[config.mk]
export PLATFORM = sky130hd
export DESIGN_NAME = store_commit_buffer
export DESIGN_NICKNAME = d
export VERILOG_FILES = /design/src/rtl/store_commit_buffer.sv
export SDC_FILE = /design/constraint.sdc
export NUM_CORES = 2
export LEC_CHECK = 0
export CAP_MARGIN = 20
export CORE_ASPECT_RATIO = 1.1
export CORE_MARGIN = 2
export CORE_UTILIZATION = 50
export CTS_BUF_LIST = sky130_fd_sc_hd__clkbuf_4 sky130_fd_sc_hd__clkbuf_8 sky130_fd_sc_hd__clkbuf_16
export DETAILED_ROUTE_END_ITERATION = 16
export PLACE_DENSITY_LB_ADDON = 0.2
export SKIP_CTS_REPAIR_TIMING = 1
export SLEW_MARGIN = 10
export SYNTH_ARGS = -nofsm -noshare
export SYNTH_HDL_FRONTEND = slang
export SYNTH_SLANG_ARGS = --single-unit
[constraint.sdc]
create_clock -name clk -period 16.85 [get_ports clk]
set_input_delay 5.055 -clock clk [delete_from_list [all_inputs] [get_ports clk]]
set_output_delay 5.055 -clock clk [all_outputs]
set_load 0.005 [all_outputs]
[src/rtl/store_commit_buffer.sv]
// In-order store buffer: captures AGU stores, marks them committed on ROB retire,
// drains committed stores to the D-cache and forwards store data to younger loads.
module store_commit_buffer #(
  parameter int DEPTH     = 8,
  parameter int ROB_TAG_W = 5
) (
  input  logic                 clk,
  input  logic                 rst,
  input  logic                 agu_valid,
  input  logic                 agu_is_store,
  input  logic                 agu_align_exc,
  input  logic [31:0]          agu_addr,
  input  logic [31:0]          agu_data,
  input  logic [3:0]           agu_byte_sel,
  input  logic                 agu_non_idem,
  input  logic [ROB_TAG_W-1:0] agu_rob_tag,
  output logic                 full,
  input  logic                 commit_valid,
  input  logic [ROB_TAG_W-1:0] commit_rob_tag,
  input  logic                 spec_flush,
  output logic                 dc_req,
  output logic [31:0]          dc_addr,
  output logic [31:0]          dc_data,
  output logic [3:0]           dc_byte_sel,
  input  logic                 dc_ack,
  input  logic [31:0]          ld_addr,
  input  logic [3:0]           ld_byte_sel,
  output logic                 fwd_hit,
  output logic [31:0]          fwd_data,
  output logic                 fwd_conflict,
  output logic                 non_idempotent_instr_exists,
  output logic                 empty,
  output logic                 commit_err
);
  localparam int IDX_W = $clog2(DEPTH);
  localparam int PTR_W = IDX_W + 1;

  logic [PTR_W-1:0]     r_head, r_commit, r_tail;
  logic [DEPTH-1:0]     r_valid, r_committed, r_nonIdem;
  logic [29:0]          r_addrWord [DEPTH];
  logic [31:0]          r_data     [DEPTH];
  logic [3:0]           r_byteSel  [DEPTH];
  logic [ROB_TAG_W-1:0] r_robTag   [DEPTH];
  logic                 r_commitErr;

  logic [IDX_W-1:0] w_headIdx, w_commitIdx, w_tailIdx;
  logic [PTR_W-1:0] w_count, w_commitNext;
  logic             w_alloc, w_commitOk, w_drain, w_unusedAddrBits;

  assign w_headIdx   = r_head[IDX_W-1:0];
  assign w_commitIdx = r_commit[IDX_W-1:0];
  assign w_tailIdx   = r_tail[IDX_W-1:0];
  assign w_count     = r_tail - r_head;

  assign empty = (r_tail == r_head);
  assign full  = (w_tailIdx == w_headIdx) && (r_tail[IDX_W] != r_head[IDX_W]);

  assign w_alloc      = agu_valid && agu_is_store && !agu_align_exc && !full && !spec_flush;
  assign w_commitOk   = commit_valid && r_valid[w_commitIdx] && !r_committed[w_commitIdx] &&
                        (r_robTag[w_commitIdx] == commit_rob_tag);
  assign w_commitNext = w_commitOk ? r_commit + PTR_W'(1) : r_commit;

  assign dc_req      = r_valid[w_headIdx] && r_committed[w_headIdx];
  assign w_drain     = dc_req && dc_ack;
  assign dc_addr     = {r_addrWord[w_headIdx], 2'b00};
  assign dc_data     = r_data[w_headIdx];
  assign dc_byte_sel = r_byteSel[w_headIdx];

  assign non_idempotent_instr_exists = |(r_valid & r_nonIdem);
  assign commit_err                  = r_commitErr;
  assign w_unusedAddrBits            = ^{agu_addr[1:0], ld_addr[1:0]};

  // A commit in the flush cycle lands first, so tail snaps to the post-commit pointer.
  always_ff @(posedge clk or posedge rst) begin
    if (rst) begin
      r_head      <= '0;
      r_commit    <= '0;
      r_tail      <= '0;
      r_valid     <= '0;
      r_committed <= '0;
      r_commitErr <= 1'b0;
    end else begin
      if (commit_valid && !w_commitOk) r_commitErr <= 1'b1;
      if (w_commitOk) r_committed[w_commitIdx] <= 1'b1;
      r_commit <= w_commitNext;
      if (w_drain) begin
        r_valid[w_headIdx]     <= 1'b0;
        r_committed[w_headIdx] <= 1'b0;
        r_head                 <= r_head + PTR_W'(1);
      end
      if (spec_flush) begin
        r_tail <= w_commitNext;
        for (int i = 0; i < DEPTH; i++) begin
          if (!r_committed[i] && !(w_commitOk && (IDX_W'(i) == w_commitIdx)))
            r_valid[i] <= 1'b0;
        end
      end else if (w_alloc) begin
        r_valid[w_tailIdx]     <= 1'b1;
        r_committed[w_tailIdx] <= 1'b0;
        r_tail                 <= r_tail + PTR_W'(1);
      end
    end
  end

  always_ff @(posedge clk) begin
    if (w_alloc) begin
      r_addrWord[w_tailIdx] <= agu_addr[31:2];
      r_data[w_tailIdx]     <= agu_data;
      r_byteSel[w_tailIdx]  <= agu_byte_sel;
      r_robTag[w_tailIdx]   <= agu_rob_tag;
      r_nonIdem[w_tailIdx]  <= agu_non_idem;
    end
  end

  // Walk oldest to youngest so the youngest overlapping store has the last word.
  always_comb begin
    logic [IDX_W-1:0] scanIdx;
    scanIdx      = '0;
    fwd_hit      = 1'b0;
    fwd_conflict = 1'b0;
    fwd_data     = '0;
    for (int k = 0; k < DEPTH; k++) begin
      scanIdx = w_headIdx + IDX_W'(k);
      if ((PTR_W'(k) < w_count) && r_valid[scanIdx] &&
          (r_addrWord[scanIdx] == ld_addr[31:2]) &&
          ((r_byteSel[scanIdx] & ld_byte_sel) != 4'b0000)) begin
        if ((r_byteSel[scanIdx] & ld_byte_sel) == ld_byte_sel) begin
          fwd_hit      = 1'b1;
          fwd_conflict = 1'b0;
          fwd_data     = r_data[scanIdx];
        end else begin
          fwd_hit      = 1'b0;
          fwd_conflict = 1'b1;
          fwd_data     = '0;
        end
      end
    end
  end

endmodule

# --- After elaboration in Yosys (flattened, before gate mapping) ---
# Memory sizes are Yosys's and may differ from the RTL's.
# Index checks and enable logic that the tools add are counted.
totals:
  ram_bits: 568
  reg_bits: 37
  output_inout_bits: 107
  n_memories: 4
  input_bits: 123
memory_table:
  columns: ["name", "words", "width", "rd", "rd_clocked_by_memory_dff", "wr", "line", "text"]
  rows:
  - ["r_data", 8, 32, 8, 0, 1, "41", "logic [31:0] r_data [DEPTH];"]
  - ["r_addrWord", 8, 30, 8, 0, 1, "40", "logic [29:0] r_addrWord [DEPTH];"]
  - ["r_robTag", 8, 5, 1, 0, 1, "43", "logic [ROB_TAG_W-1:0] r_robTag [DEPTH];"]
  - ["r_byteSel", 8, 4, 8, 0, 1, "42", "logic [3:0] r_byteSel [DEPTH];"]
classes:
  mux: 97
  addsub: 11
  reduce_logical: 86
  n_lt_le_gt_ge: 21
  n_eq_ne: 27
  n_bitwise: 16
op_table:
  columns: ["operator", "count"]
  rows:
  - ["two-way mux 32 bit", 16]
  - ["== test 30 bit", 8]
  - ["two-way mux 1 bit", 56]
  - ["two-way mux 8 bit", 7]
  - ["logical AND 1 bit", 54]
  - ["< comparator 3 x 4 -> 1 bit (second input constant)", 10]
  - ["== test 4 bit", 9]
  - ["binary-select mux 1 bit (select 3 bit)", 11]
  - ["AND 4 bit", 8]
  - ["AND 8 bit", 4]
  - ["nonzero test 4 bit", 8]
  - ["zero test 1 bit", 21]
  - ["< comparator 3 x 4 -> 1 bit (first input constant)", 4]
  - ["NOT 8 bit", 2]
  - ["OR 8 bit", 2]
  - ["adder 3 bit (second input constant)", 4]
  - ["adder 4 x 1 -> 4 bit (second input constant)", 3]
  - ["== test 3 bit (first input constant)", 4]
  - ["two-way mux 4 bit", 3]
  - ["demux 1 bit (select 3 bit)", 3]
  - [">= comparator 3 x 1 -> 1 bit (second input constant)", 3]
  - ["bitwise mux 8 bit", 1]
  - ["< comparator 1 x 4 -> 1 bit (first input constant)", 2]
  - ["< comparator 2 x 4 -> 1 bit (first input constant)", 2]
  - ["11 further kinds", 13]

# --- Longest topological paths before layout ---
depth:
  ltp_word: 13
  ltp_mapped: 26
  ltp_nobuf: 14

# --- Worst setup path before layout ---
# Ideal clock, no wire load.
synth_timing:
  path_kind: "input-to-output"
  startpoint: "input port ld_addr[25]"
  endpoint: "output port fwd_data[10]"
  setup_slack_ns: 3.910
  arrival_time_ns: 7.885
  t_required_ns: 11.795
  path_stages: 12
  cell_sequence: "clkbuf_1 -> clkinv_1 -> a221oi_1 -> a21oi_1 -> or4_1 -> a2111oi_0 -> and4_1 -> buf_2 -> buf_2 -> a22oi_1 -> o221a_2 -> o221ai_2"
synth_between:
  elab_chain_len: 11
  word_cells_on_any_way: 32
  classes_between: "eq/ne (8); mux (8); reduce/logical (16)"
synth_lines:
  columns: ["element", "line", "text"]
  rows:
  - ["start, declared", "26", "input logic [31:0] ld_addr,"]
  - ["== test 30 bit", "125", "(r_addrWord[scanIdx] == ld_addr[31:2]) &&"]
  - ["logical AND 1 bit", "124", "if ((PTR_W'(k) < w_count) && r_valid[scanIdx] &&"]
  - ["logical AND 1 bit", "125", null]
  - ["two-way mux 32 bit (7 in series)", "124", null]
  - ["two-way mux 32 bit *", "124", null]
  - ["end, declared", "29", "output logic [31:0] fwd_data,"]
# Every way passes the cells marked *; elsewhere a longest branch is shown, timed or not.

# --- Final worst setup path ---
layout_timing:
  startpoint: "input port ld_addr[27]"
  endpoint: "output port fwd_data[20]"
# The elaborated chain is that of the path after synthesis.

==> impl_metrics.yaml <==
status:
  status: "complete, no violations"
die:
  core_area_um2: 94340
  fp-row-count: 118
  die_y_um: 328.0
  io-pin-count: 230
  die-area_um2: 97900
  die_w_um: 298.5
  initial_core_util_pct: 50.57
setup_path:
  crit_arrival_ns: 10.58
  path_class: "input port to primary output"
  rr_startpoint: "r_head[0]"
  cp.required_ns: 11.79
  critPathLaunchType: "input port"
  critPathLaunch: "ld_addr[27]"
  cp_max_fo: 19
  critPathCaptureType: "primary output"
sta:
  setup_viol: 0
  max_freq_ghz: 0.06397
  drv_slew: 0
  period_share_pct: 92.77
  worst_pin_slew_ns: 1.190
  max_slew_margin_pct: 20.65
  grt_setup_unrepaired: "no"
  finalHoldViolCount: 0
  tns_ns: 0
  min_period_ns: 15.63
  finClkSkew_ns: 0.04363
global_route:
  antenna_found_initial: 11
  grt_remaining_overflow: 0
  grt_max_degree: 139
  grt_pass1_vias: 35590
  grtUsageTotal_pct: 33.65
  grt_pass1_wl_um: 242000
pwr:
  cellPowerDensity_nw_per_um2: 67.50
  power_mw: 3.566
  ir_drop_v: 0.00007964
  leakage_nw: 18.63
synthesis:
  ys.flop_type: "edfxtp_1"
  synth_cell_types: 80
  ys_seq_area_share_pct: 37.78
  netlist_area_um2: 47710
  syn_avg_cell_area_um2: 12.36
  yosysTopAreaCellShare_pct: 36.26
  async_flop_share_pct: 4.793
  yosys-top-cells-count: "edfxtp_1 (576), mux2i_1 (550), mux4_2 (455)"
  synth.largest_area_cell: "edfxtp_1"
  ys_top_cells_by_area: "edfxtp_1 (36%), mux4_2 (21%), mux2i_1 (12%), xnor2_1 (4.1%), nand2_1 (3.1%)"
  yosys_register_bits: 605
  syn_inst: 3859
  synth_warnings: 0
  synth-edff-count: 576
  synth_most_common_cell: "edfxtp_1"
detailed_routing:
  vias: 37110
  wl_met1_um: 61910
  highest_layer: "met5"
  drt-vias-per-instance: 7.125
  drt_pass1_iterations: 8
  drt-initial-drc-count: 4611
  routedWlPerCell_um: 32.14
  drc: 0
  drtAntennaViolNets: 0
  wl_met2_um: 77680
  wl_met3_um: 18420
  wl_um: 167400
clock_tree:
  clockBufferDepth: 3
  clock-sinks: 605
  root_buffer: "clkbuf_16"
  insertion_delay_ns: 0.69
  htree_levels: 3
  tritoncts: "yes"
  cts_inserted_buffers: 70
  path_clk_slew_ns: 0.06
cells_and_area:
  fin_nets: 4023
  fillers: 7746
  area_growth_syn_to_layout_pct: 10.75
  layout-drive-gt1-share_pct: 22.32
  final_cells: 5208
worst_hold_path:
  hp-class: "flip-flop to flip-flop"
  hold_start: "r_commit[3]"
placement:
  io_buffers: 223
  gp_congestion: 1.058
  dp_hpwl_um: 109600
  dp_cells: 5071
run:
  cap_viol_max_count: 0
==> path summary, 6_finish.rpt <==
| path | slack (ns) | to | cells after the start |
|---|---|---|---|
| worst max-delay path | 1.22 | fwd_data[20] | 12 |
| worst max register to register | 10.68 | r_data[6][12] | 9 |
| max in group asynchronous | 11.65 | r_head[2] | 3 |
| min in group asynchronous | 4.88 | commit_err | 3 |
| worst min-delay path | 0.47 | r_commit[3] | 1 |
| worst min register to register | 0.47 | r_commit[3] | 1 |
==> per-stage QoR <==
stage / area [um2] / util (%) / hold WS (ns) / worst slack, ns
final: 52840 / 56.00 / 0.4744 / 1.218
after global routing: 52830 / 55.99 / 0.4842 / 1.223
after CTS: 52810 / 55.98 / 0.4734 / 1.398
after detailed placement: 50660 / 53.69 / 0.4644 / 1.414
after global placement: 50660 / 53.69 / 0.4642 / 1.426
after floorplan: 47710 / - / 0.4446 / 3.910
==> power breakdown <==
part           internal (mW)  total (mW)  switching, mW
Sequential              1.66        1.67         0.0129
Clock                  0.798        1.46          0.662
Combinational          0.178       0.437          0.259
==> state kept, by name, indices dropped and copies added (netlist names) <==
register	cells
r_tail	4
r_data	256
r_addrWord	240
r_head	4
r_byteSel	32
r_nonIdem	8
r_valid	8
r_committed	8
r_robTag	40
r_commit	4
commit_err	1
==> cell usage in the layout (no fill, tap or decap), types with 53 or more instances in the layout <==
cell type / Yosys / layout
o21ai_0: 192 / 192
mux4_2: 455 / 455
clkdlybuf4s50_1: 0 / 223
clkbuf_16: 0 / 70
xnor2_1: 223 / 221
a22oi_1: 53 / 53
edfxtp_1: 576 / 576
nor2_1: 156 / 148
nor3_1: 63 / 61
mux2_2: 122 / 122
a21oi_1: 81 / 81
mux2i_1: 550 / 550
buf_4: 28 / 73
o22ai_1: 80 / 80
nand2_1: 389 / 388
==> per-layer routing <==
metal	GRT usage (%)	vias to the layer above
met3	7.917	528
met1	43.51	18640
met5	0	-
met4	17.51	10
li1	-	15450
met2	53.05	2484
==> cell type report <==
class,instances,area (um2),area share [%]
multi-input combinational,2846,27920,52.84
timing repair buffer,302,2900,5.489
inverter,58,226.5,0.4286
clock inverter,43,291.5,0.5518
tap,1260,1577,2.984
clock buffer,85,1864,3.528
sequential,605,18030,34.13
antenna,9,22.52,0.04263
==> worst max-delay path: stages <==
cell and delay (ns):
clkdlybuf4s50_1 0.78, clkinv_1 0.49, xnor2_1 0.30, o2111ai_1 0.22
or4_1 0.71, nor4_2 0.64, nand3_1 0.31, clkinv_1 0.69
buf_4 0.36, a31oi_1 0.14, o221ai_2 0.21, clkdlybuf4s50_1 0.63
==> cells by family after synthesis <==
family | after synthesis | share of synthesized area, %
compound gates | 677 | 9.951
fa+ha+maj | 17 | 0.4616
mux | 1127 | 35.90
flops | 605 | 37.78
xor+xnor | 252 | 4.642
other cells | 1 | 0.007861
simple gates | 771 | 7.197
buf+inv | 409 | 4.063
(Power assumes the default switching activity.)
